### config.mk
export PLATFORM = sky130hd
export DESIGN_NAME = alarm_responder
export DESIGN_NICKNAME = d
export VERILOG_FILES = /design/src/rtl/alarm_responder.sv
export SDC_FILE = /design/constraint.sdc
export NUM_CORES = 1
export LEC_CHECK = 0
export BUFFER_PORTS_ARGS = -buffer_cell sky130_fd_sc_hd__buf_2
export CORE_UTILIZATION = 40
export DETAILED_ROUTE_END_ITERATION = 16
export PLACE_DENSITY_LB_ADDON = 0.3
export SLEW_MARGIN = 10
export SYNTH_ARGS = -nofsm -noshare
export SYNTH_HDL_FRONTEND = slang
export SYNTH_SLANG_ARGS = --single-unit
### constraint.sdc
create_clock -name clk -period 4.4 [get_ports clk]
set_clock_uncertainty 0.05 [all_clocks]
set_input_delay 0.88 -clock clk [delete_from_list [all_inputs] [get_ports clk]]
set_output_delay 0.88 -clock clk [all_outputs]
set_load 0.1 [all_outputs]
### src/rtl/alarm_responder.sv
// Alarm consumer: drives the buzzer pattern, handles stop/snooze,
// and hands stop_alarm pulses back to the alarm trigger.
module alarm_responder #(
    parameter int RING_TIMEOUT_SEC = 60,
    parameter int SNOOZE_SEC       = 300,
    parameter int MAX_SNOOZE       = 3
) (
    input  logic       clk,
    input  logic       reset,
    input  logic       tick_1s,
    input  logic       alarm_triggered,
    input  logic       alarm_active,
    input  logic       btn_stop,
    input  logic       btn_snooze,
    output logic       stop_alarm,
    output logic       buzzer,
    output logic       ringing,
    output logic       snooze_active,
    output logic [1:0] snooze_count
);

    localparam int RW = $clog2(RING_TIMEOUT_SEC + 1);
    localparam int SW = $clog2(SNOOZE_SEC + 1);

    localparam logic [RW-1:0] RING_LAST = RW'(RING_TIMEOUT_SEC - 1);
    localparam logic [SW-1:0] SNZ_LAST  = SW'(SNOOZE_SEC - 1);
    localparam logic [1:0]    SNZ_MAX   = 2'(MAX_SNOOZE);

    typedef enum logic [1:0] {
        IDLE   = 2'd0,
        RING   = 2'd1,
        SNOOZE = 2'd2
    } state_t;

    state_t      state, state_n;
    logic [RW-1:0] ring_cnt, ring_cnt_n;
    logic [SW-1:0] snz_cnt, snz_cnt_n;
    logic        phase, phase_n;
    logic [1:0]  scount_n;
    logic        stop_n;

    // The trigger's latch level is informational only here.
    logic unused_alarm_active;
    assign unused_alarm_active = alarm_active;

    always_ff @(posedge clk or negedge reset) begin
        if (!reset) begin
            state         <= IDLE;
            ring_cnt      <= '0;
            snz_cnt       <= '0;
            phase         <= 1'b0;
            snooze_count  <= 2'd0;
            stop_alarm    <= 1'b0;
            buzzer        <= 1'b0;
            ringing       <= 1'b0;
            snooze_active <= 1'b0;
        end else begin
            state         <= state_n;
            ring_cnt      <= ring_cnt_n;
            snz_cnt       <= snz_cnt_n;
            phase         <= phase_n;
            snooze_count  <= scount_n;
            stop_alarm    <= stop_n;
            buzzer        <= (state_n == RING) & phase_n;
            ringing       <= (state_n == RING);
            snooze_active <= (state_n == SNOOZE);
        end
    end

    always_comb begin
        state_n    = state;
        ring_cnt_n = ring_cnt;
        snz_cnt_n  = snz_cnt;
        phase_n    = phase;
        scount_n   = snooze_count;
        stop_n     = 1'b0;
        unique case (state)
            IDLE: begin
                if (alarm_triggered) begin
                    state_n    = RING;
                    ring_cnt_n = '0;
                    phase_n    = 1'b1;
                    scount_n   = 2'd0;
                end
            end
            RING: begin
                if (btn_stop) begin
                    state_n = IDLE;
                    stop_n  = 1'b1;
                end else if (tick_1s && ring_cnt == RING_LAST) begin
                    state_n = IDLE;
                    stop_n  = 1'b1;
                end else if (btn_snooze && snooze_count < SNZ_MAX) begin
                    state_n   = SNOOZE;
                    stop_n    = 1'b1;
                    scount_n  = snooze_count + 2'd1;
                    snz_cnt_n = '0;
                end else if (tick_1s) begin
                    phase_n    = ~phase;
                    ring_cnt_n = ring_cnt + RW'(1);
                end
            end
            SNOOZE: begin
                // Trigger is already cleared, so no stop pulse here.
                if (btn_stop) begin
                    state_n  = IDLE;
                    scount_n = 2'd0;
                end else if (alarm_triggered) begin
                    state_n    = RING;
                    ring_cnt_n = '0;
                    phase_n    = 1'b1;
                    scount_n   = 2'd0;
                end else if (tick_1s) begin
                    if (snz_cnt == SNZ_LAST) begin
                        state_n    = RING;
                        ring_cnt_n = '0;
                        phase_n    = 1'b1;
                    end else begin
                        snz_cnt_n = snz_cnt + SW'(1);
                    end
                end
            end
            default: begin
                state_n = IDLE;
            end
        endcase
    end

endmodule

# Word-level counts from Yosys, hierarchy flattened
# Index checks and enable logic that the tools add are counted.
# totals
regBits	24
out_inout_bits	6
elab_cells	88
# op_classes
addsub	3
magnitude_cmp	1
n_eq_ne	18
mux	47
bitwise_logic	2
n_reduce_logical	8
# op_table
operator	count
9-bit two-way mux	7
6-bit two-way mux	9
2-bit two-way mux	13
2-bit inequality test, second input constant	10
6-bit case mux with 3 select lines	1
9-bit case mux with 2 select lines	1
1-bit two-way mux	13
2-bit case mux with 3 select lines	2
9-bit by 1-bit adder with 9-bit output, second input constant	1
9-bit equality test, second input constant	1
9-bit AND reduction	1
8-bit AND reduction	1
6-bit by 1-bit adder with 6-bit output, second input constant	1
6-bit equality test, second input constant	1
3-bit inequality test, second input constant	2
2-bit by 1-bit equality test with 1-bit output, second input constant	2
2-bit equality test, second input constant	2
4-bit AND reduction	1
1-bit case mux with 3 select lines	1
3-bit nonzero test	1
2-bit by 1-bit adder with 2-bit output, second input constant	1
1-bit logical AND	2
2-bit zero test	1
2-bit < comparator, second input constant	1
3 further kinds	3

# Longest topological paths before layout
# Gate-level depths: netlist (run 1).
# logic_depth
depth_word	8
depth_mapped	9

# Least setup slack after synthesis (run 1)
# OpenSTA, ideal clock, no wires.
# synth_path
path_type	register to register
startpoint	register snooze_count[0]
endpoint	register snz_cnt[8]
setup_ps	80
arrival_ps	2270
path_slack_ps	2000
path_stages_with_launch	7
synth_period_minus_slack_ps	2400
path_cell_list	dfrtp_1 -> ha_1 -> nand2b_1 -> o21ai_0 -> o221ai_2 -> or4b_1 -> o211ai_2
# synth_between
elab_chain_len	4
# synth_lines
item	line_no	source
from (decl)	19	output logic [1:0] snooze_count
from (signal assigned)	62	snooze_count <= scount_n;
2-bit < comparator	93	end else if (btn_snooze && snooze_count < SNZ_MAX) begin
1-bit logical AND	93	
2-bit inequality test (no line)	n/a	
8-bit AND reduction (no line)	n/a	
to (signal assigned)	60	snz_cnt <= snz_cnt_n;
to (decl)	37	logic [SW-1:0] snz_cnt, snz_cnt_n;
# Every way passes these cells.
# A chain may end at the register's enable or synchronous reset.

# Worst setup path after layout (run 1)
# layout_path
startpoint	register state[0]
endpoint	register snz_cnt[6]
# layout_between
elab_chain_len	3
elab_cells_between_ends	12
cone_classes	eq/ne: 9; mux: 1; reduce/logical: 2
# layout_lines
item	line_no	source
from (decl)	35	state_t state, state_n;
from (signal assigned)	58	state <= state_n;
2-bit equality test or 2-bit by 1-bit equality test with 1-bit output (tied branches)	77	unique case (state)
2-bit inequality test (no line) or 2-bit nonzero test (tied branches)	n/a	
8-bit AND reduction (no line)	n/a	
# Parallel ways exist; a longest one is shown, timed or not.

==> flow_metrics.env, run 1 <==
export IMPL_finalSetupViolations=0
export IMPL_cts_tree="done"
export IMPL_synthArstFlopShare=1.00
export IMPL_cts_path_max_buffers=2
export IMPL_crit_slowest_cell="ha_1"
export IMPL_dr_pass1_iters=4
export IMPL_critical_path_top_delay_family="simple AND/OR/NAND/NOR gates"
export IMPL_rsz0062_at_grt="false"
export IMPL_dp_cells=223
export IMPL_synth_flop_cell="dfrtp_1"
export IMPL_dieArea_mm2=0.00410
export IMPL_grt_first_pass_wirelength_um=5570
export IMPL_clkSlewWorstSetupHoldPaths_ns=0.10
export IMPL_grt_overflow=0
export IMPL_io_pins=13
export IMPL_r2r_start="state[0]"
export IMPL_finish_utilization=0.461
export IMPL_period_share=0.649
export IMPL_synth_edf_count=0
export IMPL_grt_max_degree=25
export IMPL_power_mw=0.919
export IMPL_outcome="finished clean"
export IMPL_yosys_warnings=0
export IMPL_fin_area_mm2=0.00170
export IMPL_synth_avg_cell_area_um2=9.11
export IMPL_maxCapViolations=0
export IMPL_synth_commonest_cells="dfrtp_1, nand2_1, o21ai_0, inv_1, ha_1"
export IMPL_min_path_type="reg -> reg"
export IMPL_dieWidth_um=64.0
export IMPL_nets=194
export IMPL_crit_path_max_fanout=18
export IMPL_crit_cells=7
export IMPL_core_mm2=0.00369
export IMPL_hold_viol_final=0
export IMPL_root_buffer="clkbuf_8"
export IMPL_drt_iter0_markers=114
export IMPL_routed_wl_um=3400
export IMPL_wire_per_inst_um=15.0
export IMPL_post_cts_buffers=0
export IMPL_synth_nets=183
export IMPL_drc=0
export IMPL_synth_cell_type_count=41
export IMPL_drv_slew=0
export IMPL_drive_gt1_frac=0.128
export IMPL_cts_htree_levels=1
export IMPL_final_antenna_net_count=0
export IMPL_worst_pin_slew_ns=0.662
export IMPL_syn_instance_count=169
export IMPL_reg2reg_to="snz_cnt[6]"
export IMPL_crit_path_end_kind="register"
export IMPL_peakVddDrop_mv=0.184
export IMPL_m1WireLength_um=1600
export IMPL_path_cells="inv_1 -> ha_1 -> nand2b_1 -> a2111oi_4 -> o221ai_2 -> or4b_1 -> o211ai_2"
export IMPL_yosysSeqAreaShare=0.390
export IMPL_ys_top_cells_by_area="dfrtp_1, ha_1, nand2_1"
export IMPL_min_from="snz_cnt[7]"
export IMPL_powerDensity_mw_per_mm2=540
export IMPL_top_layer="met4"
export IMPL_cp_slowest_stage_delay_ns=0.57
export IMPL_rr_worst_depth=7
export IMPL_regToRegSetupSlack_ns=1.55
export IMPL_vias=1334
export IMPL_grt_antenna_before_repair=0
export IMPL_cts_sinks=24
export IMPL_cts_resized=0
export IMPL_place_gp_congestion=0.842
export IMPL_n_antenna_cell=0
export IMPL_area_growth_pct=10.6
export IMPL_netlist_area_mm2=0.00154
export IMPL_synth_most_common_cell="dfrtp_1"
export IMPL_cts_hold_buf=0
export IMPL_start_kind="register"
export IMPL_cts_buffers=3
export IMPL_criticalPathCategory="reg -> reg"
export IMPL_met2_length_um=1620
export IMPL_hold_path_end="snz_cnt[7]"
export IMPL_grtUsageTotal=0.172
export IMPL_met3_length_um=144
export IMPL_yosys_area_top_type="dfrtp_1"
export IMPL_fmax_mhz=350
export IMPL_power_leakage_nw=0.741
export IMPL_via_per_inst=5.88
export IMPL_clk_latency_ns=0.27
export IMPL_portBuffers=11
export IMPL_min_path_cells=1
export IMPL_required_ns=4.55
export IMPL_die_y_um=64.0
export IMPL_grt_pass1_vias=1205
export IMPL_synth_seq_cells=24
export IMPL_fin_setup_tns_ns=0
export IMPL_final_min_clock_period_ns=2.85
export IMPL_fin_cells=227
export IMPL_dpl_cell_area_mm2=0.00163
export IMPL_rows=22
export IMPL_dpl_hpwl_um=2420
export IMPL_initial_utilization=0.417
export IMPL_path_buf_inv=1
export IMPL_yosysTopAreaCellShare=0.390
export IMPL_slew_headroom=0.547
export IMPL_crit_arrival_ns=3.01
[placed cells by master, fill, tap and decap left out, drive strengths merged, types with 5 or more instances in the layout]
| cell type | n |
|---|---|
| o31ai | 5 |
| nand3 | 6 |
| nor2 | 6 |
| nand2 | 23 |
| and3 | 5 |
| ha | 7 |
| buf | 11 |
| o221ai | 7 |
| inv | 12 |
| dfrtp | 24 |
| nand4 | 5 |
| o21ai | 15 |
| a21oi | 5 |
[final cells by class]
cell class,instances,area [µm²]
fill,347,1990
multi-input combinational,128,870
sequential,24,601
tap,48,60.1
timing repair buffer,11,55.1
inverter,12,45.0
clock buffer,3,41.3
clock inverter,1,30.0
[power by group]
part | switching, mW | internal [mW]
clock | 0.0734 | 0.122
combinational | 0.323 | 0.115
sequential | 0.0297 | 0.257
total | 0.426 | 0.494
[per-stage QoR]
stage | setup slack, ns | hold WS [ns]
4_1_cts | 1.57 | 0.490
2_1_floorplan | 2.00 | 0.401
5_1_grt | 1.42 | 0.514
6_report | 1.55 | 0.485
3_5_place_dp | 1.62 | 0.471
3_3_place_gp | 1.67 | 0.440
[sequential cells by signal, indices dropped and copies added (netlist names), 2 cells and up]
name          count
snooze_count      2
state             2
snz_cnt           9
ring_cnt          6
[logic make-up after synthesis]
kind of cell	share of synthesized area
AND/OR/NAND/NOR	0.266
AO/OA/AOI/OAI	0.242
flip-flops	0.390
buffers and inverters	0.0447
adder cells (fa/ha/maj)	0.0569
[routing by layer]
metal	vias up	GRT usage
li1	655	-
met1	639	0.232
met2	38	0.279
met3	2	0.0232
met4	0	0.0597
met5	-	0
[worst max-delay path by stage]
stage | startpoint | endpoint
6_report | state[0] | snz_cnt[6]
3_3_place_gp | state[0] | snz_cnt[8]
3_5_place_dp | state[0] | snz_cnt[6]
2_1_floorplan | snooze_count[0] | snz_cnt[8]
5_1_grt | state[0] | snz_cnt[8]
4_1_cts | state[0] | snz_cnt[8]
(Power assumes the default switching activity.)
==> run 2: changes to the inputs <==
==> constraint.sdc (replaced) <==
create_clock -name clk -period 2.8 [get_ports clk]
set_clock_uncertainty 0.05 [all_clocks]
set_input_delay 0.56 -clock clk [delete_from_list [all_inputs] [get_ports clk]]
set_output_delay 0.56 -clock clk [all_outputs]
set_load 0.1 [all_outputs]
==> run 2 against run 1 <==
Compared with the run above: design area decreased by 0.51%; combinational power is 57% higher; non-clock buffer count rose by 1; power grew 49%; cell count increased by 0.44%; wire length shrank 2.0%.
==> flow_metrics.env, run 2 (synthesis results as in run 1) <==
export IMPL_powerDensity_mw_per_mm2=807
export IMPL_cts_sinks=24
export IMPL_n_antenna_cell=0
export IMPL_maxCapViolations=0
export IMPL_root_buffer="clkbuf_8"
export IMPL_cp_slowest_stage_delay_ns=0.57
export IMPL_final_common_cell="dfrtp_1"
export IMPL_grt_pass1_vias=1254
export IMPL_dr_pass1_iters=4
export IMPL_die_y_um=64.0
export IMPL_initial_utilization=0.417
export IMPL_regMostFlops="snz_cnt"
export IMPL_vias=1338
export IMPL_swShare=0.478
export IMPL_peakVddDrop_mv=0.384
export IMPL_routed_wl_um=3330
export IMPL_cts_htree_levels=1
export IMPL_io_pins=13
export IMPL_rsz0062_at_grt="false"
export IMPL_outcome="finished clean"
export IMPL_required_ns=2.94
export IMPL_multi_input_area_um2=870
export IMPL_rows=22
export IMPL_crit_path_max_fanout=17
export IMPL_fillers=349
export IMPL_cts_hold_buf=0
export IMPL_grt_overflow=0
export IMPL_clkPwrFrac=0.170
export IMPL_startpoint="state[1]"
export IMPL_clkSlewWorstSetupHoldPaths_ns=0.08
export IMPL_seq_area_um2=601
export IMPL_cts_path_max_buffers=2
export IMPL_reg_top3="snz_cnt: 9 flops, ring_cnt: 6 flops"
export IMPL_dpl_hpwl_um=2410
export IMPL_power_leakage_nw=0.740
export IMPL_period_share=0.851
export IMPL_core_mm2=0.00369
export IMPL_cts_buffers=3
export IMPL_layout_common_cells="dfrtp_1, nand2_1, o21ai_0, inv_1, buf_2"
export IMPL_path_cells="inv_1 -> ha_1 -> inv_1 -> nor2_1 -> o221ai_2 -> or4b_1 -> o211ai_2"
export IMPL_grtUsageTotal=0.182
export IMPL_cts_resized=0
export IMPL_drive_gt1_frac=0.133
export IMPL_via_per_inst=5.87
export IMPL_worst_pin_slew_ns=0.693
export IMPL_internal_power_mw=0.713
export IMPL_min_path_type="in -> async"
export IMPL_p_comb_frac=0.502
export IMPL_whs_ns=0.220
export IMPL_area_growth_pct=10.0
export IMPL_largest_register_ffs=9
export IMPL_drt_iter0_markers=76
export IMPL_nets=195
export IMPL_criticalPathCategory="reg -> reg"
export IMPL_grt_max_degree=25
export IMPL_portBuffers=11
export IMPL_drc=0
export IMPL_sequentialPowerShare=0.328
export IMPL_start_kind="register"
export IMPL_grt_first_pass_wirelength_um=5800
export IMPL_hold_viol_final=0
export IMPL_crit_slowest_cell="or4b_1"
export IMPL_final_antenna_net_count=0
export IMPL_place_gp_congestion=0.871
export IMPL_grt_antenna_before_repair=0
export IMPL_drv_slew=0
export IMPL_p_sw_mw=0.653
export IMPL_crit_path_end_kind="register"
export IMPL_r2r_start="state[1]"
export IMPL_cts_tree="done"
export IMPL_slew_headroom=0.526
export IMPL_finalSetupViolations=0
export IMPL_dieWidth_um=64.0
export IMPL_dieArea_mm2=0.00410
export IMPL_wire_per_inst_um=14.6
export IMPL_post_cts_buffers=0
export IMPL_finish_utilization=0.459
export IMPL_final_min_clock_period_ns=2.38
export IMPL_fin_setup_tns_ns=0
export IMPL_fmax_mhz=420
export IMPL_crit_arrival_ns=2.52
export IMPL_clk_latency_ns=0.26
export IMPL_cp_common_cell="inv_1"
==> run 2: changes by cell type in the layout (fill, tap and decap cells not counted) <==
cell       change
bufinv_16      -1
buf_4          +1
clkbuf_8       +1
==> run 2: per-layer routing <==
metal | GRT usage | share of wire
met4 | 0.0568 | 0.0069
met5 | 0 | 0
met2 | 0.290 | 0.49
met1 | 0.243 | 0.47
met3 | 0.0429 | 0.034
==> run 2: power by group through the flow <==
| stage | sequential (mW) | clock [mW] | combinational, mW |
|---|---|---|---|
| 4_1_cts | 0.448 | 0.243 | 0.685 |
| 3_3_place_gp | 0.451 | 0 | 0.658 |
| 6_report | 0.448 | 0.233 | 0.686 |
| 3_5_place_dp | 0.452 | 0 | 0.684 |
| 5_1_grt | 0.458 | 0.257 | 0.756 |
| 2_1_floorplan | 0.633 | 0 | 0.370 |
==> run 2: final cells by class <==
class,count,share of cell area
sequential,24,0.355
timing repair buffer,12,0.0370
multi-input combinational,128,0.514
clock buffer,4,0.0325
tap,48,0.0355
inverter,12,0.0266
==> run 2: worst max-delay path, delay by kind of cell (launching register included) <==
| family | cells | cell delay [ns] |
|---|---|---|
| flip-flops | 1 | 0.43 |
| AND/OR/NAND/NOR | 2 | 0.73 |
| buffers and inverters | 2 | 0.31 |
| AO/OA/AOI/OAI | 2 | 0.38 |
| adder cells (fa/ha/maj) | 1 | 0.42 |
==> run 2: worst paths after layout <==
path,end,slack (ns),cells past startpoint
max,snz_cnt[6],0.42,7
min,snz_cnt[5],0.22,1
max reg2reg,snz_cnt[6],0.42,7
min reg2reg,snz_cnt[7],0.46,1
max in group asynchronous,ring_cnt[1],2.12,1
min in group clk,snz_cnt[7],0.46,1
==> run 2: per-stage QoR <==
step	total power, mW	setup slack [ns]	instances	instance area (µm²)
after CTS	1.38	0.422	228	1690
after global routing	1.47	0.153	228	1690
final	1.37	0.418	228	1690
after floorplan	1.00	0.400	169	1540
after detailed placement	1.14	0.406	224	1640
after global placement	1.11	0.443	224	1640
==> run 3: changes to the inputs <==
--- a/config.mk
+++ b/config.mk
@@ -9,6 +9,7 @@
 export CORE_UTILIZATION = 40
 export DETAILED_ROUTE_END_ITERATION = 16
 export PLACE_DENSITY_LB_ADDON = 0.3
+export REMOVE_ABC_BUFFERS = 1
 export SLEW_MARGIN = 10
 export SYNTH_ARGS = -nofsm -noshare
 export SYNTH_HDL_FRONTEND = slang
==> run 3 against run 2 <==
Compared with the run above: worst setup slack worse by 0.025 ns; utilization increased by 0.44 points; largest cell class unchanged; combinational power is essentially flat; design area grew 0.96%; global-route usage is 0.79 points lower; non-clock buffer count unchanged; power grew 5.1%; first-iteration DRC count increased by 24%; highest routed layer unchanged.
==> flow_metrics.env, run 3 (synthesis results as in run 1) <==
export IMPL_finalSetupViolations=0
export IMPL_dp_cells=224
export IMPL_cts_resized=0
export IMPL_power_mw=1.44
export IMPL_crit_slowest_cell="or4b_1"
export IMPL_grt_antenna_before_repair=0
export IMPL_n_antenna_cell=0
export IMPL_drt_iter0_markers=94
export IMPL_drc=0
export IMPL_area_growth_pct=11.1
export IMPL_critical_path_top_delay_family="simple AND/OR/NAND/NOR gates"
export IMPL_reg_top3="snz_cnt: 9 flops, ring_cnt: 6 flops"
export IMPL_post_place_ws_ns=0.394
export IMPL_dpl_hpwl_um=2400
export IMPL_finish_utilization=0.463
export IMPL_path_buf_inv=0
export IMPL_worst_pin_slew_ns=0.693
export IMPL_wire_per_inst_um=14.2
export IMPL_required_ns=2.94
export IMPL_powerDensity_mw_per_mm2=840
export IMPL_whs_ns=0.214
export IMPL_nets=195
export IMPL_peakVddDrop_mv=0.340
export IMPL_via_per_inst=5.89
export IMPL_rsz0062_at_grt="false"
export IMPL_clkSlewWorstSetupHoldPaths_ns=0.08
export IMPL_crit_arrival_ns=2.55
export IMPL_portBuffers=11
export IMPL_final_common_cell="dfrtp_1"
export IMPL_cts_hold_buf=0
export IMPL_start_kind="register"
export IMPL_cts_sinks=24
export IMPL_worst_slack_ns=0.393
export IMPL_rows=22
export IMPL_fin_setup_tns_ns=0
export IMPL_grt_max_degree=25
export IMPL_crit_path_max_fanout=17
export IMPL_dieArea_mm2=0.00410
export IMPL_cts_htree_levels=1
export IMPL_post_cts_buffers=0
export IMPL_grt_pass1_vias=1253
export IMPL_slew_headroom=0.526
export IMPL_period_share=0.860
export IMPL_dr_pass1_iters=4
export IMPL_dieWidth_um=64.0
export IMPL_drive_gt1_frac=0.133
export IMPL_die_y_um=64.0
export IMPL_crit_path_end_kind="register"
export IMPL_place_gp_congestion=0.887
export IMPL_regMostFlops="snz_cnt"
export IMPL_hold_viol_final=0
export IMPL_criticalPathCategory="reg -> reg"
export IMPL_final_antenna_net_count=0
export IMPL_core_mm2=0.00369
export IMPL_root_buffer="clkbuf_8"
export IMPL_cts_tree="done"
export IMPL_cts_buffers=3
export IMPL_power_leakage_nw=0.747
export IMPL_maxCapViolations=0
export IMPL_io_pins=13
export IMPL_dpl_cell_area_mm2=0.00164
export IMPL_routed_wl_um=3230
export IMPL_path_cells="ha_1 -> and4b_4 -> a2111oi_4 -> o221ai_2 -> or4b_1 -> o211ai_2"
export IMPL_drv_slew=0
export IMPL_cp_slowest_stage_delay_ns=0.58
export IMPL_fin_cells=228
export IMPL_min_path_type="in -> async"
export IMPL_clk_latency_ns=0.27
export IMPL_layout_common_cells="dfrtp_1, nand2_1, o21ai_0, inv_1, buf_2"
export IMPL_fmax_mhz=416
export IMPL_fin_area_mm2=0.00171
export IMPL_grt_first_pass_wirelength_um=5600
export IMPL_vias=1344
export IMPL_outcome="finished clean"
export IMPL_largest_register_ffs=9
export IMPL_final_min_clock_period_ns=2.41
export IMPL_initial_utilization=0.417
export IMPL_grtUsageTotal=0.175
export IMPL_cts_path_max_buffers=2
export IMPL_grt_overflow=0
==> run 3: cell count changes in the layout (fill, tap and decap cells not counted), sizes merged <==
cell / delta
clkbuf: -1
bufinv: +1
==> run 3: area by class of cell <==
class	count	area [µm²]
fill	374	1980
multi-input combinational	128	870
inverter	12	45.0
timing repair buffer	12	62.6
clock buffer	3	41.3
tap	48	60.1
sequential	24	601
clock inverter	1	30.0
==> run 3: worst paths after layout <==
| path | depth (start not counted) | to | startpoint | slack [ns] |
|---|---|---|---|---|
| setup / recovery | 6 | snz_cnt[8] | snz_cnt[0] | 0.39 |
| hold / removal | 1 | snz_cnt[5] | reset | 0.21 |
| setup reg to reg | 6 | snz_cnt[8] | snz_cnt[0] | 0.39 |
| hold reg to reg | 1 | snz_cnt[7] | snz_cnt[7] | 0.47 |
| max in group asynchronous | 1 | snooze_count[1] | reset | 2.13 |
| min in group clk | 1 | snz_cnt[7] | snz_cnt[7] | 0.47 |
==> run 3: worst register-to-register path, cell delays in order (launching register included) <==
cell and delay [ns]:
dfrtp_1 0.42, ha_1 0.27, and4b_4 0.25, a2111oi_4 0.35
o221ai_2 0.33, or4b_1 0.58, o211ai_2 0.09
==> run 3: power by group <==
part	internal [mW]	switching [mW]
sequential	0.404	0.0459
combinational	0.184	0.499
clock	0.191	0.112
total	0.779	0.657
==> run 3: layer usage <==
metal,GRT usage,share of wire
met1,0.218,0.47
met2,0.293,0.48
met3,0.0446,0.051
met4,0.0540,0.0071
met5,0,0
